**config.mk**
```make
export PLATFORM = sky130hd
export DESIGN_NAME = serial_add_ctrl
export DESIGN_NICKNAME = d
export VERILOG_FILES = /design/src/rtl/serial_add_ctrl.sv
export SDC_FILE = /design/constraint.sdc
export NUM_CORES = 1
export LEC_CHECK = 0
export CAP_MARGIN = 10
export CORE_MARGIN = 2
export CORE_UTILIZATION = 25
export CTS_BUF_LIST = sky130_fd_sc_hd__clkbuf_8 sky130_fd_sc_hd__clkbuf_16
export CTS_CLUSTER_DIAMETER = 200
export CTS_CLUSTER_SIZE = 14
export DETAILED_ROUTE_END_ITERATION = 8
export PLACE_DENSITY = 0.44
export SLEW_MARGIN = 10
export SYNTH_ARGS = -nofsm -noshare
export SYNTH_HDL_FRONTEND = slang
export SYNTH_SLANG_ARGS = --single-unit
```
**constraint.sdc**
```tcl
create_clock -name i_clk -period 1.6 [get_ports i_clk]
set_input_delay 0.32 -clock i_clk [delete_from_list [all_inputs] [get_ports i_clk]]
set_output_delay 0.32 -clock i_clk [all_outputs]
set_load 0.02 [all_outputs]
```
**src/rtl/serial_add_ctrl.sv**
```systemverilog
// ---------------------------------------------------------------------------
// serial_add_ctrl
//
// Bit-serial N-bit unsigned adder. A single full-adder cell is reused over N
// clock cycles, LSB first, to produce {o_cout, o_sum} = i_a + i_b + i_cin.
// A START/BUSY/DONE handshake launches one addition at a time. The issue
// interval is N+2 cycles.
//
// Ports:
//   i_clk    rising-edge clock
//   i_rst    asynchronous, active-high reset
//   i_start  launch request, sampled only in IDLE
//   i_a      operand A, captured on the accepting edge
//   i_b      operand B, captured on the accepting edge
//   i_cin    carry-in, captured on the accepting edge
//   o_busy   high for exactly N cycles while bits are processed
//   o_done   one-cycle pulse; o_sum/o_cout are valid from this cycle
//   o_sum    registered result, held until the next completion
//   o_cout   registered carry-out, held until the next completion
// ---------------------------------------------------------------------------
module serial_add_ctrl #(
   parameter int N = 8
) (
   input  logic         i_clk,
   input  logic         i_rst,
   input  logic         i_start,
   input  logic [N-1:0] i_a,
   input  logic [N-1:0] i_b,
   input  logic         i_cin,
   output logic         o_busy,
   output logic         o_done,
   output logic [N-1:0] o_sum,
   output logic         o_cout
);

   localparam int             CW   = $clog2(N + 1);
   localparam logic [CW-1:0]  LAST = CW'(N - 1);

   typedef enum logic [1:0] {
      S_IDLE  = 2'd0,
      S_SHIFT = 2'd1,
      S_DONE  = 2'd2
   } state_t;

   state_t        r_state;
   state_t        w_next;

   logic [N-1:0]  r_ra;
   logic [N-1:0]  r_rb;
   logic [N-1:0]  r_rs;
   logic          r_c;
   logic [CW-1:0] r_cnt;

   logic [1:0]    w_y;        // ones count of the three adder inputs
   logic [N-1:0]  w_rs_next;  // result register after this bit enters
   logic          w_last;     // current edge processes the final bit

   // Full-adder cell: sum bit is the count LSB, carry is the count MSB.
   assign w_y       = {1'b0, r_ra[0]} + {1'b0, r_rb[0]} + {1'b0, r_c};
   // Shift right, new sum bit enters at the MSB; after N shifts the LSB
   // computed first has arrived at bit 0.
   assign w_rs_next = {w_y[0], {(N-1){1'b0}}} | (r_rs >> 1);
   assign w_last    = (r_cnt == LAST);

   // ------------------------------------------------------------------
   // State register
   // ------------------------------------------------------------------
   // NOTE: sequential state uses non-blocking assignments so every flop
   // samples the pre-edge values, independent of statement order.
   always_ff @(posedge i_clk or posedge i_rst) begin
      if (i_rst) begin
         r_state <= S_IDLE;
      end else begin
         r_state <= w_next;
      end
   end

   // ------------------------------------------------------------------
   // Next-state logic
   // ------------------------------------------------------------------
   // NOTE: the default assignment up front guarantees every path drives
   // w_next, so no latch is inferred.
   always_comb begin
      w_next = r_state;
      case (r_state)
         S_IDLE:  if (i_start) w_next = S_SHIFT;
         S_SHIFT: if (w_last)  w_next = S_DONE;
         S_DONE:  w_next = S_IDLE;   // START is ignored here
         default: w_next = S_IDLE;
      endcase
   end

   // ------------------------------------------------------------------
   // Output decode, directly from the state register (glitch-free)
   // ------------------------------------------------------------------
   always_comb begin
      o_busy = (r_state == S_SHIFT);
      o_done = (r_state == S_DONE);
   end

   // ------------------------------------------------------------------
   // Datapath
   // ------------------------------------------------------------------
   always_ff @(posedge i_clk or posedge i_rst) begin
      if (i_rst) begin
         r_ra   <= '0;
         r_rb   <= '0;
         r_rs   <= '0;
         r_c    <= 1'b0;
         r_cnt  <= '0;
         o_sum  <= '0;
         o_cout <= 1'b0;
      end else begin
         case (r_state)
            S_IDLE: begin
               if (i_start) begin
                  r_ra  <= i_a;
                  r_rb  <= i_b;
                  r_c   <= i_cin;
                  r_cnt <= '0;
               end
            end
            S_SHIFT: begin
               r_rs  <= w_rs_next;
               r_c   <= w_y[1];
               r_ra  <= r_ra >> 1;
               r_rb  <= r_rb >> 1;
               r_cnt <= r_cnt + CW'(1);
               // Results are published only on the completion edge so the
               // host never sees a partially shifted value.
               if (w_last) begin
                  o_sum  <= w_rs_next;
                  o_cout <= w_y[1];
               end
            end
            default: ;
         endcase
      end
   end

endmodule

```
==> results of run 1 <==
[worst min-delay path, cell delays in order]
cell and delay, ps:
clkdlybuf4s50_1 400, inv_1 90, buf_12 230
[layout make-up]
| cell class | instances | area share, % |
|---|---|---|
| clock buffer | 7 | 4.26 |
| clock inverter | 1 | 0.166 |
| inverter | 2 | 0.332 |
| multi-input combinational | 102 | 26.9 |
| sequential | 39 | 43.2 |
| tap | 77 | 4.26 |
| timing repair buffer | 44 | 20.8 |
[how the worst max path moves through the flow]
| stage | endpoint | cells after the start | startpoint |
|---|---|---|---|
| 2_1_floorplan | o_cout$_DFFE_PP0P_ | 4 | r_state[1]$_DFFE_PP0P_ |
| 3_3_place_gp | o_busy | 3 | r_state[1]$_DFFE_PP0P_ |
| 3_5_place_dp | r_rb[2]$_DFFE_PP0P_ | 6 | i_start |
| 4_1_cts | o_busy | 3 | r_state[0]$_DFFE_PP0P_ |
| 5_1_grt | o_sum[1]$_DFFE_PP0P_ | 5 | r_cnt[0]$_DFFE_PP0P_ |
| 6_report | o_sum[6] | 1 | o_sum[6]$_DFFE_PP0P_ |
[flip-flops by register name, indices dropped and copies added (netlist names)]
| name | flops |
|---|---|
| o_sum | 8 |
| r_state | 2 |
| r_ra | 8 |
| r_rb | 8 |
| r_cnt | 4 |
| r_c | 1 |
| r_rs | 7 |
| o_cout | 1 |
[power groups by stage]
stage          clock, mW  sequential (mW)  combinational, mW
3_5_place_dp           0             1.70               1.54
5_1_grt            0.786             1.73               1.74
3_3_place_gp           0             1.69               1.52
4_1_cts            0.748             1.68               1.54
2_1_floorplan          0             1.76              0.841
6_report           0.717             1.68               1.55
[cells by family after synthesis]
kind of cell / after synthesis
muxes: 10
buffers and inverters: 9
DFF: 39
adders and majority gates: 2
and+or+nand+nor: 67
AOI/OAI and AO/OA: 23
[cell usage after synthesis]
cell type	instances
nand2_1	59
dfrtp_1	39
a22oi_1	15
mux2_2	9
clkbuf_1	5
o21ai_0	5
nand2b_1	3
nor3b_1	2
a21o_1	1
and2b_1	1
buf_2	1
buf_6	1
clkinv_1	1
fa_1	1
ha_1	1
inv_1	1
mux2i_1	1
nand4_1	1
nor3_4	1
o21bai_1	1
o21bai_2	1
[placed cells by master (no fill, tap or decap), types with 2 or more instances in the layout]
cell             instances
nand2b_1                 2
buf_12                   3
clkdlybuf4s50_1         20
o21ai_0                  5
a22oi_1                 15
buf_4                   10
nand2_1                 59
dfrtp_1                 38
clkbuf_8                 7
mux2_2                   9
dlymetal6s2s_1           8
inv_1                    2
[per-layer routing]
metal	share of wire, %	vias up
li1	-	585
met1	46	593
met2	49	26
met3	4.3	2
met4	0.74	0
met5	0	-
[what timing repair did]
| item | in CTS | in global routing |
|---|---|---|
| resized for setup | 4 | 14 |
| pin swaps | 0 | 1 |
| buffers inserted | 0 | 3 |
| gates cloned | 0 | 1 |
| setup endpoints to repair | 2 | 19 |
==> impl_metrics.py, run 1 <==
metrics = {
    "global_routing": {
        "grt_pass1_vias": 1200,
        "met2_usage_pct": 16.2,
        "grt_antenna_before_repair": 0,
        "grtUsageMet1_pct": 12.4,
        "globalRoute.busiestLayer": "met2",
        "track_usage_pct": 10.0,
        "overflow": 0,
        "use_met3_pct": 3.54,
        "grt_start_max_net_pins": 40,
        "grt_pass1_wl_mm": 5.68,
    },
    "critical_path": {
        "cp.required_ps": 1280,
        "crit_buf_inv": 1,
        "path_delay_family": "buffers and inverters",
        "start_kind": "register",
        "slowest_delay_ps": 600,
        "r2r_slack_ps": 50,
        "worstPathArrival_ps": 1230,
        "crit_path_end_kind": "output pin",
        "timing.rr.end": "o_cout$_DFFE_PP0P_",
        "critPathKind": "register to output pin",
        "rr_worst_depth": 5,
        "critPathSlowestCell": "clkdlybuf4s50_1",
        "worstPathCellList": "clkdlybuf4s50_1",
        "worstPathMaxFanout": 2,
        "rr_startpoint": "r_cnt[0]$_DFFE_PP0P_",
    },
    "power_and_ir_drop": {
        "seqPwrFrac_pct": 42.5,
        "cellLeakagePower_nw": 1.17,
        "p_int_mw": 2.56,
        "swShare_pct": 35.2,
        "switchingPower_mw": 1.39,
        "pwr-share-clk_pct": 18.2,
        "p_per_area_nw_per_um2": 1750,
        "ir_drop_uv": 552,
        "fin_total_pwr_mw": 3.95,
        "p_comb_share_pct": 39.4,
    },
    "finish": {
        "design_area_sq_um": 2260,
        "multi_input_area_sq_um": 608,
        "nFillCells": 626,
        "final_nets": 216,
        "final-seq-area_sq_um": 977,
        "final_util_pct": 36.0,
        "syn2layout_area_growth_pct": 40.2,
        "drive_gt1_share_pct": 19.5,
        "num_antenna_cells": 0,
        "finalNonFillerCells": 272,
    },
    "synthesis": {
        "synth_area_leaders": "dfrtp_1 61%, nand2_1 14%, a22oi_1 7.0%",
        "synth.top_cell.area_share_pct": 60.6,
        "synthAdderAreaFrac_pct": 2.02,
        "synth_simple_gate_area_share_pct": 17.7,
        "synth_seq_area_share_pct": 60.6,
        "synth_cells": 150,
        "syn_avg_cell_area_sq_um": 10.7,
        "synth_cell_type_count": 21,
        "synth_area_leader_cell": "dfrtp_1",
        "syn_area_sq_um": 1610,
        "synth_compound_area_share_pct": 10.2,
        "synth_nets": 172,
        "synth_top_family_by_area": "simple AND/OR/NAND/NOR gates",
        "yosysWarnings": 0,
        "synth_xor_area_share_pct": 0,
        "synthMuxAreaShare_pct": 6.91,
        "synth_seq_cells": 39,
    },
    "cts": {
        "cts_tree": "built",
        "cts_num_sinks": 39,
        "ctsHtreeMaxLevel": 2,
        "cts_buffers": 5,
        "clk_pin_slew_ps": 80,
        "clock-root-buffer": "clkbuf_8",
        "max-clock-path-buffers": 2,
        "clk_latency_ps": 290,
        "postCtsHoldBufs": 0,
    },
    "timing": {
        "hold_viol": 0,
        "rsz0062_at_grt": "no",
        "finalWorstSetupSlack_ps": 50.8,
        "fin_setup_tns_ps": 0,
        "final_max_slew_viol_count": 0,
        "setup_viol": 0,
        "max_freq_mhz": 645,
        "fin_crit_ps": 1550,
        "skew_ps": 5.15,
        "maxSlewHeadroom_pct": 82.9,
        "tightest_slew_ps": 256,
        "period_share_pct": 96.8,
        "hold_slack_ps": 379,
    },
    "min_path": {
        "holdCritPathClass": "primary input to async pin",
    },
    "place": {
        "dpl-instance-area_sq_um": 2100,
        "dp.cells": 261,
        "port_buffers": 30,
        "gp_congestion": 0.701,
        "dp_slack_ps": 59.3,
        "hpwlAfterDp_mm": 2.25,
    },
    "routing": {
        "wl_mm": 3.39,
        "postRouteAntennaNets": 0,
        "drcViolationCount": 0,
        "viasPerCell": 4.43,
        "drtIter0Drc": 62,
        "vias": 1206,
        "dr.pass1.iters": 4,
        "wl_per_cell_um": 12.5,
    },
    "outcome": {
        "status": "complete, no violations",
    },
    "die": {
        "ioPinCount": 31,
        "start_util_pct": 25.7,
        "die_x_um": 84.3,
        "num_rows": 29,
        "die_area_sq_um": 7100,
        "die_h_um": 84.3,
        "core_region_area_sq_um": 6280,
    },
    "run": {
        "maxCapViolCount": 0,
    },
}
(Power assumes the default switching activity.)
==> inputs of run 2 (changes only) <==
--- a/config.mk
+++ b/config.mk
@@ -13,6 +13,7 @@
 export CTS_CLUSTER_SIZE = 14
 export DETAILED_ROUTE_END_ITERATION = 8
 export PLACE_DENSITY = 0.44
+export REMOVE_ABC_BUFFERS = 1
 export SLEW_MARGIN = 10
 export SYNTH_ARGS = -nofsm -noshare
 export SYNTH_HDL_FRONTEND = slang
==> impl_metrics.py, run 2 (synthesized netlist as in run 1, its figures left out) <==
metrics = {
    "critical_path": {
        "cp.required_ps": 1280,
        "worstPathMaxFanout": 2,
        "crit_path_end_kind": "output pin",
        "start_kind": "register",
        "worstPathCellList": "clkdlybuf4s50_1",
        "critPathSlowestCell": "clkdlybuf4s50_1",
        "crit_buf_inv": 1,
        "critPathKind": "register to output pin",
        "path_delay_family": "buffers and inverters",
        "worstPathArrival_ps": 1230,
        "slowest_delay_ps": 600,
    },
    "place": {
        "gp_congestion": 0.733,
        "hpwlAfterDp_mm": 2.36,
        "dp.cells": 260,
        "port_buffers": 30,
    },
    "cts": {
        "cts_buffers": 5,
        "clk_latency_ps": 280,
        "max-clock-path-buffers": 2,
        "clock-root-buffer": "clkbuf_8",
        "cts_num_sinks": 39,
        "cts_tree": "built",
        "clk_pin_slew_ps": 70,
        "ctsHtreeMaxLevel": 2,
        "postCtsHoldBufs": 0,
    },
    "timing": {
        "hold_viol": 0,
        "final_max_slew_viol_count": 0,
        "max_freq_mhz": 645,
        "rsz0062_at_grt": "no",
        "setup_viol": 0,
        "skew_ps": 6.72,
        "tightest_slew_ps": 283,
        "fin_crit_ps": 1550,
        "maxSlewHeadroom_pct": 81.1,
        "period_share_pct": 96.8,
    },
    "outcome": {
        "status": "complete, no violations",
    },
    "die": {
        "ioPinCount": 31,
        "die_area_sq_um": 7100,
        "start_util_pct": 25.7,
        "die_h_um": 84.3,
        "core_region_area_sq_um": 6280,
        "die_x_um": 84.3,
        "num_rows": 29,
    },
    "finish": {
        "drive_gt1_share_pct": 15.6,
        "num_antenna_cells": 0,
        "top_regs": "o_sum: 8 flops, r_ra: 8 flops, r_rb: 8 flops",
        "final_common_cell": "nand2_1",
        "finalNonFillerCells": 269,
        "final_util_pct": 35.1,
        "syn2layout_area_growth_pct": 36.6,
        "final_cell_mix": "59 x nand2_1, 39 x dfrtp_1, 22 x clkdlybuf4s50_1",
        "nFillCells": 627,
        "final_nets": 213,
    },
    "global_routing": {
        "grtUsageMet1_pct": 14.4,
        "overflow": 0,
        "globalRoute.busiestLayer": "met2",
        "grt_start_max_net_pins": 40,
        "use_met3_pct": 3.24,
        "grt_pass1_vias": 1272,
        "grt_pass1_wl_mm": 5.89,
        "grt_antenna_before_repair": 0,
        "track_usage_pct": 10.5,
        "met2_usage_pct": 15.4,
    },
    "routing": {
        "wl_mm": 3.42,
        "drtIter0Drc": 76,
        "dr.pass1.iters": 4,
        "viasPerCell": 4.51,
        "wl_per_cell_um": 12.7,
        "postRouteAntennaNets": 0,
        "drcViolationCount": 0,
        "vias": 1214,
    },
    "min_path": {
        "holdCritPathClass": "primary input to async pin",
    },
    "power_and_ir_drop": {
        "p_per_area_nw_per_um2": 1730,
        "cellLeakagePower_nw": 1.13,
        "ir_drop_uv": 799,
    },
    "run": {
        "maxCapViolCount": 0,
    },
}
run 2: cell count changes in the layout (fill, tap and decap cells not counted), moves of 2 or more:
| cell | previous run | this run |
|---|---|---|
| buf_4 | 10 | 7 |
| clkbuf_8 | 7 | 5 |
| clkdlybuf4s50_1 | 20 | 22 |
| dlymetal6s2s_1 | 8 | 6 |
run 2: power breakdown:
group	switching, mW	leakage [nW]	internal [mW]
combinational	0.792	0.583	0.734
clock	0.324	0.0505	0.293
sequential	0.262	0.500	1.41
run 2: what timing repair did:
action                     in CTS  in global routing
buffers inserted                0                  1
gates resized for setup         3                  8
setup endpoints to repair       2                 11
run 2: layer usage:
| metal | part of all wire, % | wire length (um) |
|---|---|---|
| met3 | 5.4 | 185 |
| met4 | 1.7 | 57 |
| met2 | 44 | 1510 |
| met1 | 49 | 1670 |
| met5 | 0 | 0 |
run 2: per-stage QoR:
stage	power [mW]	worst slack (ps)	hold slack, ps	setup TNS (ps)	area, sq um
floorplan	2.54	-359	437	-7170	1580
global placement	3.22	15.3	454	0	2100
detailed placement	3.27	-20.1	466	-26.9	2100
CTS	3.90	7.16	395	0	2180
global route	4.15	1.58	412	0	2200
finish	3.81	50.7	386	0	2200
run 2: worst paths after layout:
path                                   startpoint                   end  slack, ps  depth (start not counted)
max                          o_sum[2]$_DFFE_PP0P_              o_sum[2]         50                          1
min                                         i_rst   r_rb[4]$_DFFE_PP0P_        390                          3
max reg2reg                r_state[1]$_DFFE_PP0P_  o_sum[5]$_DFFE_PP0P_         60                          5
min reg2reg                   r_ra[2]$_DFFE_PP0P_   r_ra[2]$_DFFE_PP0P_        480                          2
max in group asynchronous                   i_rst  o_sum[1]$_DFFE_PP0P_       1020                          3
min in group i_clk            r_ra[2]$_DFFE_PP0P_   r_ra[2]$_DFFE_PP0P_        480                          2
run 2: cell type report:
cell class / instances / area [sq um] / area share, %
Sequential cell: 39 / 976 / 44.3
Multi-Input combinational cell: 102 / 598 / 27.2
Timing Repair Buffer: 41 / 443 / 20.1
Tap cell: 77 / 96.3 / 4.38
Clock buffer: 5 / 68.8 / 3.13
Clock inverter: 3 / 12.5 / 0.568
Inverter: 2 / 7.51 / 0.341
